`src/rtl/char_buf_if.sv`:
```
// char_buf_if -- command and read-port bundle for char_buf_writer.
//
// Handshake: a command transfers on a rising clock edge where cmd_valid and
// cmd_ready are both high; cmd_op/cmd_xy/cmd_char/cmd_num are only looked at
// on that edge. cmd_ready is a function of block state only, never of
// cmd_valid, so the requester may hold or withdraw cmd_valid freely.
//
// Signals:
//   cmd_valid  requester -> block  command request
//   cmd_ready  block -> requester  block can accept a command this cycle
//   cmd_op     requester -> block  00 char, 01 number, 10 clear, 11 fill row
//   cmd_xy     requester -> block  target cell {row[7:4], col[3:0]}
//   cmd_char   requester -> block  character code for ops 00 and 11
//   cmd_num    requester -> block  unsigned value for op 01
//   rd_xy      renderer -> block   read address {row, col}
//   rd_code    block -> renderer   registered character code at rd_xy
//   busy       block -> requester  multi-cycle op in progress (~cmd_ready)
interface char_buf_if;
    logic       cmd_valid;
    logic       cmd_ready;
    logic [1:0] cmd_op;
    logic [7:0] cmd_xy;
    logic [6:0] cmd_char;
    logic [9:0] cmd_num;
    logic [7:0] rd_xy;
    logic [6:0] rd_code;
    logic       busy;

    modport master (
        output cmd_valid, cmd_op, cmd_xy, cmd_char, cmd_num, rd_xy,
        input  cmd_ready, rd_code, busy
    );

    modport slave (
        input  cmd_valid, cmd_op, cmd_xy, cmd_char, cmd_num, rd_xy,
        output cmd_ready, rd_code, busy
    );
endinterface

```
`src/rtl/char_buf_writer.sv`:
```
// char_buf_writer -- 16x16 character buffer with a small command engine.
//
// Commands (through char_buf_if):
//   00 write one character at cmd_xy (single cycle, stays ready)
//   01 write cmd_num (saturated to 999) as NUM_DIGITS decimal digits starting
//      at cmd_xy, leading zeros blanked; 10 conversion cycles then one digit
//      per cycle, column wrapping inside the row
//   10 clear all 256 cells to BLANK_CODE, one per cycle
//   11 fill the 16 cells of cmd_xy's row with cmd_char, one per cycle
// The renderer port returns buffer[rd_xy] one cycle later (read-before-write).
//
// Ports:
//   clk        clock, all state on rising edge
//   rst        asynchronous active-high reset, aborts any operation
//   bus        char_buf_if.slave command/read bundle
//   state_dbg  current FSM state encoding (IDLE=0 CONV=1 WNUM=2 CLEAR=3 FILL=4)
//
// Build option: define CHAR_BUF_CLEAR_ON_RESET_EN to make reset enter CLEAR,
// so the buffer is blanked automatically after every reset. Without it reset
// enters IDLE and buffer contents are whatever was there before.
module char_buf_writer #(
    parameter logic [6:0] BLANK_CODE = 7'h20,
    parameter int         NUM_DIGITS = 3
) (
    input  logic         clk,
    input  logic         rst,
    char_buf_if.slave    bus,
    output logic [2:0]   state_dbg
);

    typedef enum logic [2:0] {
        S_IDLE  = 3'd0,
        S_CONV  = 3'd1,
        S_WNUM  = 3'd2,
        S_CLEAR = 3'd3,
        S_FILL  = 3'd4
    } state_t;

    localparam logic [1:0] OP_CHAR  = 2'b00;
    localparam logic [1:0] OP_NUM   = 2'b01;
    localparam logic [1:0] OP_CLEAR = 2'b10;
    localparam logic [1:0] OP_FILL  = 2'b11;

`ifdef CHAR_BUF_CLEAR_ON_RESET_EN
    localparam state_t RST_STATE = S_CLEAR;
`else
    localparam state_t RST_STATE = S_IDLE;
`endif

    localparam logic [7:0] CONV_LAST = 8'd9;
    localparam logic [7:0] WNUM_LAST = 8'(NUM_DIGITS - 1);

    state_t      state;
    state_t      state_nx;
    logic [7:0]  cnt;
    logic [9:0]  bin_sr;
    logic [11:0] bcd;
    logic [3:0]  row;
    logic [3:0]  col;
    logic [6:0]  fill_char;
    logic        nz_seen;
    logic [6:0]  rd_code_q;

    logic        accept;
    logic        ready;
    logic        we;
    logic [7:0]  waddr;
    logic [6:0]  wdata;
    logic [1:0]  dpos;
    logic [3:0]  digit;
    logic        blank;

    logic [6:0]  mem [0:255];

    // Add 3 to every BCD digit >= 5; applied before each left shift.
    function automatic logic [11:0] bcd_adjust(input logic [11:0] b);
        logic [11:0] r;
        for (int i = 0; i < 3; i++) begin
            r[i*4 +: 4] = (b[i*4 +: 4] >= 4'd5) ? b[i*4 +: 4] + 4'd3 : b[i*4 +: 4];
        end
        return r;
    endfunction

    assign accept = bus.cmd_valid && ready;

    // ---------------- FSM: state register ----------------
    always_ff @(posedge clk or posedge rst) begin
        if (rst) begin
            state <= RST_STATE;
        end else begin
            state <= state_nx;
        end
    end

    // ---------------- FSM: next state ----------------
    always_comb begin
        state_nx = state;
        case (state)
            S_IDLE: begin
                if (accept) begin
                    case (bus.cmd_op)
                        OP_NUM:   state_nx = S_CONV;
                        OP_CLEAR: state_nx = S_CLEAR;
                        OP_FILL:  state_nx = S_FILL;
                        default:  state_nx = S_IDLE;
                    endcase
                end
            end
            S_CONV:  if (cnt == CONV_LAST)   state_nx = S_WNUM;
            S_WNUM:  if (cnt == WNUM_LAST)   state_nx = S_IDLE;
            S_CLEAR: if (cnt == 8'd255)      state_nx = S_IDLE;
            S_FILL:  if (cnt == 8'd15)       state_nx = S_IDLE;
            default: state_nx = S_IDLE;
        endcase
    end

    // ---------------- digit selection for number writes ----------------
    // cnt walks the field most significant first; dpos is the decimal
    // position (0 = units) of the digit being written this cycle.
    always_comb begin
        dpos  = 2'(NUM_DIGITS - 1) - cnt[1:0];
        digit = 4'd0;
        case (dpos)
            2'd0:    digit = bcd[3:0];
            2'd1:    digit = bcd[7:4];
            default: digit = bcd[11:8];
        endcase
        // Units digit is always shown so a zero value still prints "0".
        blank = !nz_seen && (digit == 4'd0) && (dpos != 2'd0);
    end

    // ---------------- FSM: outputs ----------------
    always_comb begin
        ready = (state == S_IDLE);
        we    = 1'b0;
        waddr = bus.cmd_xy;
        wdata = bus.cmd_char;
        case (state)
            S_IDLE: begin
                we    = accept && (bus.cmd_op == OP_CHAR);
                waddr = bus.cmd_xy;
                wdata = bus.cmd_char;
            end
            S_WNUM: begin
                we    = 1'b1;
                waddr = {row, col + cnt[3:0]};
                wdata = blank ? BLANK_CODE : (7'h30 + {3'b000, digit});
            end
            S_CLEAR: begin
                we    = 1'b1;
                waddr = cnt;
                wdata = BLANK_CODE;
            end
            S_FILL: begin
                we    = 1'b1;
                waddr = {row, cnt[3:0]};
                wdata = fill_char;
            end
            default: we = 1'b0;
        endcase
    end

    assign bus.cmd_ready = ready;
    assign bus.busy      = ~ready;
    assign state_dbg     = state;

    // ---------------- counters and conversion datapath ----------------
    always_ff @(posedge clk or posedge rst) begin
        if (rst) begin
            cnt       <= 8'd0;
            bin_sr    <= 10'd0;
            bcd       <= 12'd0;
            row       <= 4'd0;
            col       <= 4'd0;
            fill_char <= 7'd0;
            nz_seen   <= 1'b0;
        end else begin
            // cnt restarts at every state change, counts inside busy states.
            if (state_nx != state) begin
                cnt <= 8'd0;
            end else if (state != S_IDLE) begin
                cnt <= cnt + 8'd1;
            end

            if (accept) begin
                row       <= bus.cmd_xy[7:4];
                col       <= bus.cmd_xy[3:0];
                fill_char <= bus.cmd_char;
                bin_sr    <= (bus.cmd_num > 10'd999) ? 10'd999 : bus.cmd_num;
                bcd       <= 12'd0;
                nz_seen   <= 1'b0;
            end else if (state == S_CONV) begin
                {bcd, bin_sr} <= {bcd_adjust(bcd), bin_sr} << 1;
            end else if (state == S_WNUM) begin
                nz_seen <= nz_seen | (digit != 4'd0);
            end
        end
    end

    // ---------------- character memory ----------------
    // Writes are suppressed while rst is high so a held reset never touches
    // the buffer (matters when reset parks the FSM in CLEAR).
    always_ff @(posedge clk) begin
        if (we && !rst) begin
            mem[waddr] <= wdata;
        end
    end

    // Registered read; same-address write in the same cycle returns old data.
    always_ff @(posedge clk or posedge rst) begin
        if (rst) begin
            rd_code_q <= 7'd0;
        end else begin
            rd_code_q <= mem[bus.rd_xy];
        end
    end

    assign bus.rd_code = rd_code_q;

endmodule
```
`src/flat_wrapper.sv`:
```
// flat-port wrapper written by rule: the top's interface ports become plain ports
module char_buf_writer_flat 
#(
    parameter logic [6:0] BLANK_CODE = 7'h20,
    parameter int         NUM_DIGITS = 3
)
  (clk, rst, state_dbg, bus_cmd_valid, bus_cmd_op, bus_cmd_xy, bus_cmd_char, bus_cmd_num, bus_rd_xy, bus_cmd_ready, bus_rd_code, bus_busy);
  char_buf_if bus_i ();
  input  logic clk;
  input  logic rst;
  output logic [2:0] state_dbg;
  input wire logic [$bits(bus_i.cmd_valid)-1:0] bus_cmd_valid;
  input wire logic [$bits(bus_i.cmd_op)-1:0] bus_cmd_op;
  input wire logic [$bits(bus_i.cmd_xy)-1:0] bus_cmd_xy;
  input wire logic [$bits(bus_i.cmd_char)-1:0] bus_cmd_char;
  input wire logic [$bits(bus_i.cmd_num)-1:0] bus_cmd_num;
  input wire logic [$bits(bus_i.rd_xy)-1:0] bus_rd_xy;
  output wire logic [$bits(bus_i.cmd_ready)-1:0] bus_cmd_ready;
  output wire logic [$bits(bus_i.rd_code)-1:0] bus_rd_code;
  output wire logic [$bits(bus_i.busy)-1:0] bus_busy;
  assign bus_i.cmd_valid = bus_cmd_valid;
  assign bus_i.cmd_op = bus_cmd_op;
  assign bus_i.cmd_xy = bus_cmd_xy;
  assign bus_i.cmd_char = bus_cmd_char;
  assign bus_i.cmd_num = bus_cmd_num;
  assign bus_i.rd_xy = bus_rd_xy;
  assign bus_cmd_ready = bus_i.cmd_ready;
  assign bus_rd_code = bus_i.rd_code;
  assign bus_busy = bus_i.busy;
  char_buf_writer #(.BLANK_CODE(BLANK_CODE), .NUM_DIGITS(NUM_DIGITS)) u_core (.clk(clk), .rst(rst), .bus(bus_i), .state_dbg(state_dbg));
endmodule
```
`config.mk`:
```
export PLATFORM = sky130hd
export DESIGN_NAME = char_buf_writer_flat
export DESIGN_NICKNAME = d
export VERILOG_FILES = /design/src/rtl/char_buf_if.sv /design/src/rtl/char_buf_writer.sv /design/src/flat_wrapper.sv
export SDC_FILE = /design/constraint.sdc
export NUM_CORES = 2
export LEC_CHECK = 0
export CORE_MARGIN = 5
export CORE_UTILIZATION = 55
export CTS_CLUSTER_DIAMETER = 120
export DETAILED_ROUTE_END_ITERATION = 6
export PLACE_DENSITY = 0.74
export SYNTH_ARGS = -nofsm -noshare
export SYNTH_HDL_FRONTEND = slang
export SYNTH_SLANG_ARGS = --single-unit
```
`constraint.sdc`:
```
create_clock -name clk -period 13 [get_ports clk]
set_input_delay 1.3 -clock clk [delete_from_list [all_inputs] [get_ports clk]]
set_output_delay 1.3 -clock clk [all_outputs]
set_load 0.01 [all_outputs]
```
* Word-level counts from Yosys, hierarchy flattened
Memories as Yosys holds them, arrays and structs flattened. A register that Yosys moved wholly into a read port is not among the register bits. Index checks and enable logic that the tools add are counted.
Cells by class: $add $sub $neg 7, multiply operators 0, div/mod/pow operators 0, order comparisons 4, eq/ne operators 14, shift operators 0, multiplexer cells 27, bitwise gates (word level) 2, reduce and logical (&&, ||, !) cells 19
Operators with widths (number):
- 10-bit two-way mux | 3
- 12-bit two-way mux | 2
- 8-bit one-hot mux with 3 select lines | 1
- 7-bit one-hot mux with 3 select lines | 1
- 3-bit two-way mux | 6
- 8-bit by 4-bit equality test with 1-bit output (second input constant) | 2
- 8-bit two-way mux | 2
- 3-bit one-hot mux with 5 select lines | 1
- 4-bit by 3-bit >= comparator with 1-bit output (second input constant) | 3
- 10-bit > comparator (second input constant) | 1
- 3-bit one-hot mux with 3 select lines | 1
- 4-bit by 2-bit adder with 4-bit output (second input constant) | 2
- 8-bit by 1-bit adder with 8-bit output (second input constant) | 1
- 8-bit by 2-bit equality test with 1-bit output (second input constant) | 1
- 8-bit equality test (second input constant) | 1
- 4-bit two-way mux | 2
- 4-bit one-hot mux with 2 select lines | 1
- 2-bit nonzero test | 4
- 6-bit by 4-bit adder with 7-bit output (first input constant) | 1
- 7-bit two-way mux | 1
- 3-bit by 2-bit equality test with 1-bit output (second input constant) | 2
- 1-bit logical AND | 5
- 1-bit two-way mux | 5
- 4-bit adder | 1
- other kinds (19) | 23
Word-level totals: flip-flop bits (word level) 49, bits in latches 0, bits in writable memories 1792, ROM bits 0, input port bits 38, word-level logic and storage cells 82, memories 1
Memories:
- u_core.mem | depth 256, width 7, read ports 1, clocked after memory_dff 1, write ports 1, RTL line char_buf_writer.sv:73 | logic [6:0] mem [0:255];

* Longest topological paths before layout
depth in word-level cells 8, depth in mapped cells 12

* Worst setup path before layout
Ideal clock, no wire load.
path kind flip-flop to flip-flop, start point register u_core.state[1] (netlist: u_core.state_dbg[1]), end point memory u_core.mem[0][6], data pin, setup time 2.187 ns, arrival 11.451 ns, required time 10.813 ns, setup slack -0.639 ns, stages on the path, launching flop included 7, cell sequence dfrtp_1 buf_2 buf_2 buf_1 clkbuf_1 a22oi_1 o21ai_0
On the way: word-level cells in the longest chain between the ends 2, elaborated cells between the ends (all ways) 4
RTL lines:
- start: declaration | RTL line char_buf_writer.sv:53 | state_t state;
- start signal: assignment | RTL line char_buf_writer.sv:91 | state <= state_nx;
- 3-bit equality test / 3-bit by 2-bit equality test with 1-bit output (equally long branches) | RTL line char_buf_writer.sv:138 | case (state)
- 7-bit one-hot mux with 3 select lines (*) | RTL line char_buf_writer.sv:138
- net u_core.wdata[6] | RTL line char_buf_writer.sv:68 | logic [6:0] wdata;
- end: declaration | RTL line char_buf_writer.sv:73
The timed path passes the listed nets; every way through them passes the cells marked *.

==> metrics.yaml <==
status: "finished with violations"
violations: "DRC"
setup_tns_ns: 0
max-clock-path-buffers: 3
dieWidth_um: 377
ioPinCount: 50
yosys.cell_count.top_type: "edfxtp_1"
synth_top_family_by_area: "multiplexers"
fin_crit_sh_pct: 38.9
critPathLaunchType: "input pin"
antenna_cells: 0
synth.mux.area_fraction_pct: 14.8
synth_top_cells_by_count: "edfxtp_1 (1792), mux4_2 (395), mux2i_1 (194)"
tritoncts: "done"
vias: 39264
drv_slew: 0
critPathTopFamily: "buffers and inverters"
setup_viol: 0
yosysSeqAreaShare_pct: 74.5
antenna_found_initial: 7
clock.fmax_mhz: 198
grt_usage_pct: 24.8
crit_arrival_ns: 5.71
layout-drive-gt1-share_pct: 22.9
coreArea_um2: 134000
synth-seq-cells: 1848
synth-warning-count: 0
syn_area_um2: 74100
io_buffers: 49
rsz0062_at_grt: "no"
cts-buffers-inserted: 179
synth_nets: 3832
worst_slew_pin_slew_ns: 1.36
first_pass_iters: 7
synthXorXnorAreaFrac_pct: 0.152
postSynthCellCount: 3778
placed_cell_area_um2: 77300
async_flop_share_pct: 3.03
grt_pass1_wl_um: 260000
synth_fa_ha_area_share_pct: 0.280
grt_overflow_total: 0
cts_hold_buf: 0
period_needed_ns: 5.06
power_density_nw_per_um2: 180
start_util_pct: 55.5
drt_iter0_markers: 4892
areaGrowthSynthToFinish_pct: 12.0
crit_path_end_kind: "flip-flop"
syn_avg_cell_area_um2: 19.6
fp.dieH_um: 377
hold_viol: 0
synth_edf_count: 1792
p_leak_nw: 26.4
first_global_vias: 39048
cts_setup_buffers: 0
clock-sinks: 1848
cts_resized: 0
clk_latency_ns: 0.81
synth_cell_types: 61
path_cells: "buf_8 > buf_4 > buf_4 > mux4_2 > mux4_2 > a22oi_1 > o21ai_0 > nor3_1 > nor4_1"
final_area_um2: 83000
worstSetupPathType: "input pin to flip-flop"
cp_max_fo: 73
clk_pin_slew_ns: 0.07
final_net_count: 3994
crit_required_ns: 13.65
cts_root_buffer: "clkbuf_16"
gp_congestion: 0.825
critical_path_buf_inv_count: 3
final_antenna_net_count: 0
yosys.area_share.simple_pct: 3.33
h-tree-depth: 4
wirelength_um: 176000
ir_worst_vdd_mv: 0.318
synth_flop_cell: "edfxtp_1"
synth-compound-area-share_pct: 4.84
viasPerCell: 6.71
relSlewSlack_pct: 9.11
dieArea_um2: 142000
drc: 1
row_count: 134
grt_max_degree: 257
post-synth-top-area-fraction_pct: 72.6
crit_slowest_cell: "buf_4"
hp-class: "flip-flop to flip-flop"
maxCapViolCount: 0
dpl.hpwl_um: 99600
yosys.area.top_type: "edfxtp_1"
routedWlPerCell_um: 30.0
crit_path_max_incr_delay_ns: 0.78
synth_area_leaders: "edfxtp_1 (73%), mux4_2 (12%), mux2i_1 (2.6%), dfrtp_1 (1.9%), a211oi_1 (1.4%)"
clock-skew-final_ns: 0.0422
## power breakdown
part / switching (mW) / internal (mW)
logic: 2.00 / 0.464
clock network: 2.19 / 2.85
registers: 0.0747 / 7.33
## sequential cells by signal (all words and copies together) (netlist names)
register	count
u_core.bin_sr	10
u_core.bcd	12
u_core.col	4
u_core.state_dbg	3
u_core.row	4
u_core.mem	1792
u_core.bus.rd_code	7
u_core.fill_char	7
u_core.nz_seen	1
u_core.cnt	8
## worst min-delay path, delay by kind of cell, from the launching register on
kind,cells,cell delay (ns)
AND/OR/NAND/NOR,2,0.11
flip-flops,1,0.34
## cell families after synthesis
logic type,count (synthesis)
XOR/XNOR,12
adder cells (fa/ha/maj),16
AO/OA/AOI/OAI,509
AND/OR/NAND/NOR,492
buffers and inverters,300
multiplexers,601
flip-flops,1848
## path summary, 6_finish.rpt
kind | slack [ns] | startpoint | to | depth (start not counted)
max | 7.94 | bus_rd_xy[0] | u_core.bus.rd_code[2] | 9
min | 0.48 | u_core.fill_char[1] | u_core.fill_char[1] | 2
max reg2reg | 8.16 | u_core.state_dbg[2] | u_core.mem[100][6] | 6
min reg2reg | 0.48 | u_core.fill_char[1] | u_core.fill_char[1] | 2
max in group asynchronous | 11.31 | rst | u_core.bcd[1] | 3
min in group asynchronous | 1.15 | rst | u_core.row[0] | 3
## metrics by stage
| stage | cells | hold slack, ns | utilization (%) | power, mW | worst slack [ns] |
|---|---|---|---|---|---|
| after detailed placement | 5525 | 0.463 | 57.9 | 9.96 | 7.04 |
| after global placement | 5525 | 0.456 | 57.9 | 9.88 | 7.10 |
| after CTS | 5850 | 0.477 | 62.1 | 14.9 | 7.92 |
| after global routing | 5852 | 0.504 | 62.1 | 15.4 | 7.66 |
| after floorplan | 3778 | 0.439 | - | 9.16 | 2.24 |
| final | 5852 | 0.480 | 62.1 | 14.9 | 7.94 |
## cells in the final DEF (no fill, tap or decap), types with 38 or more instances in the layout
master	n
edfxtp_1	1792
mux4_2	395
buf_4	201
mux2i_1	194
clkbuf_16	181
nand2_1	156
a211oi_1	135
nor4_1	115
a21oi_1	75
a22oi_1	59
dfrtp_1	56
o221ai_1	55
nor2_1	52
o21ai_0	47
o22ai_1	46
clkdlybuf4s50_1	44
clkbuf_1	42
nor3_1	38
## layer usage
metal  up-vias  global-route usage (%)  part of all wire [%]
met2      2282                    38.9                    48
met1     20457                    35.7                    39
met4         4                    7.89                   3.0
met5         -                   0.202                 0.030
met3       323                    5.26                    10
li1      16198                       -                     -
## layout make-up
type                       instances  area, um2
clock buffer                     225       4710
fill                            8910      50600
inverter                          22       85.1
timing repair buffer             259       2140
tap                             1768       2210
clock inverter                   100        945
multi-input combinational       1630      17700
sequential                      1848      55200
No activity file was read; power rests on OpenSTA's default activity.
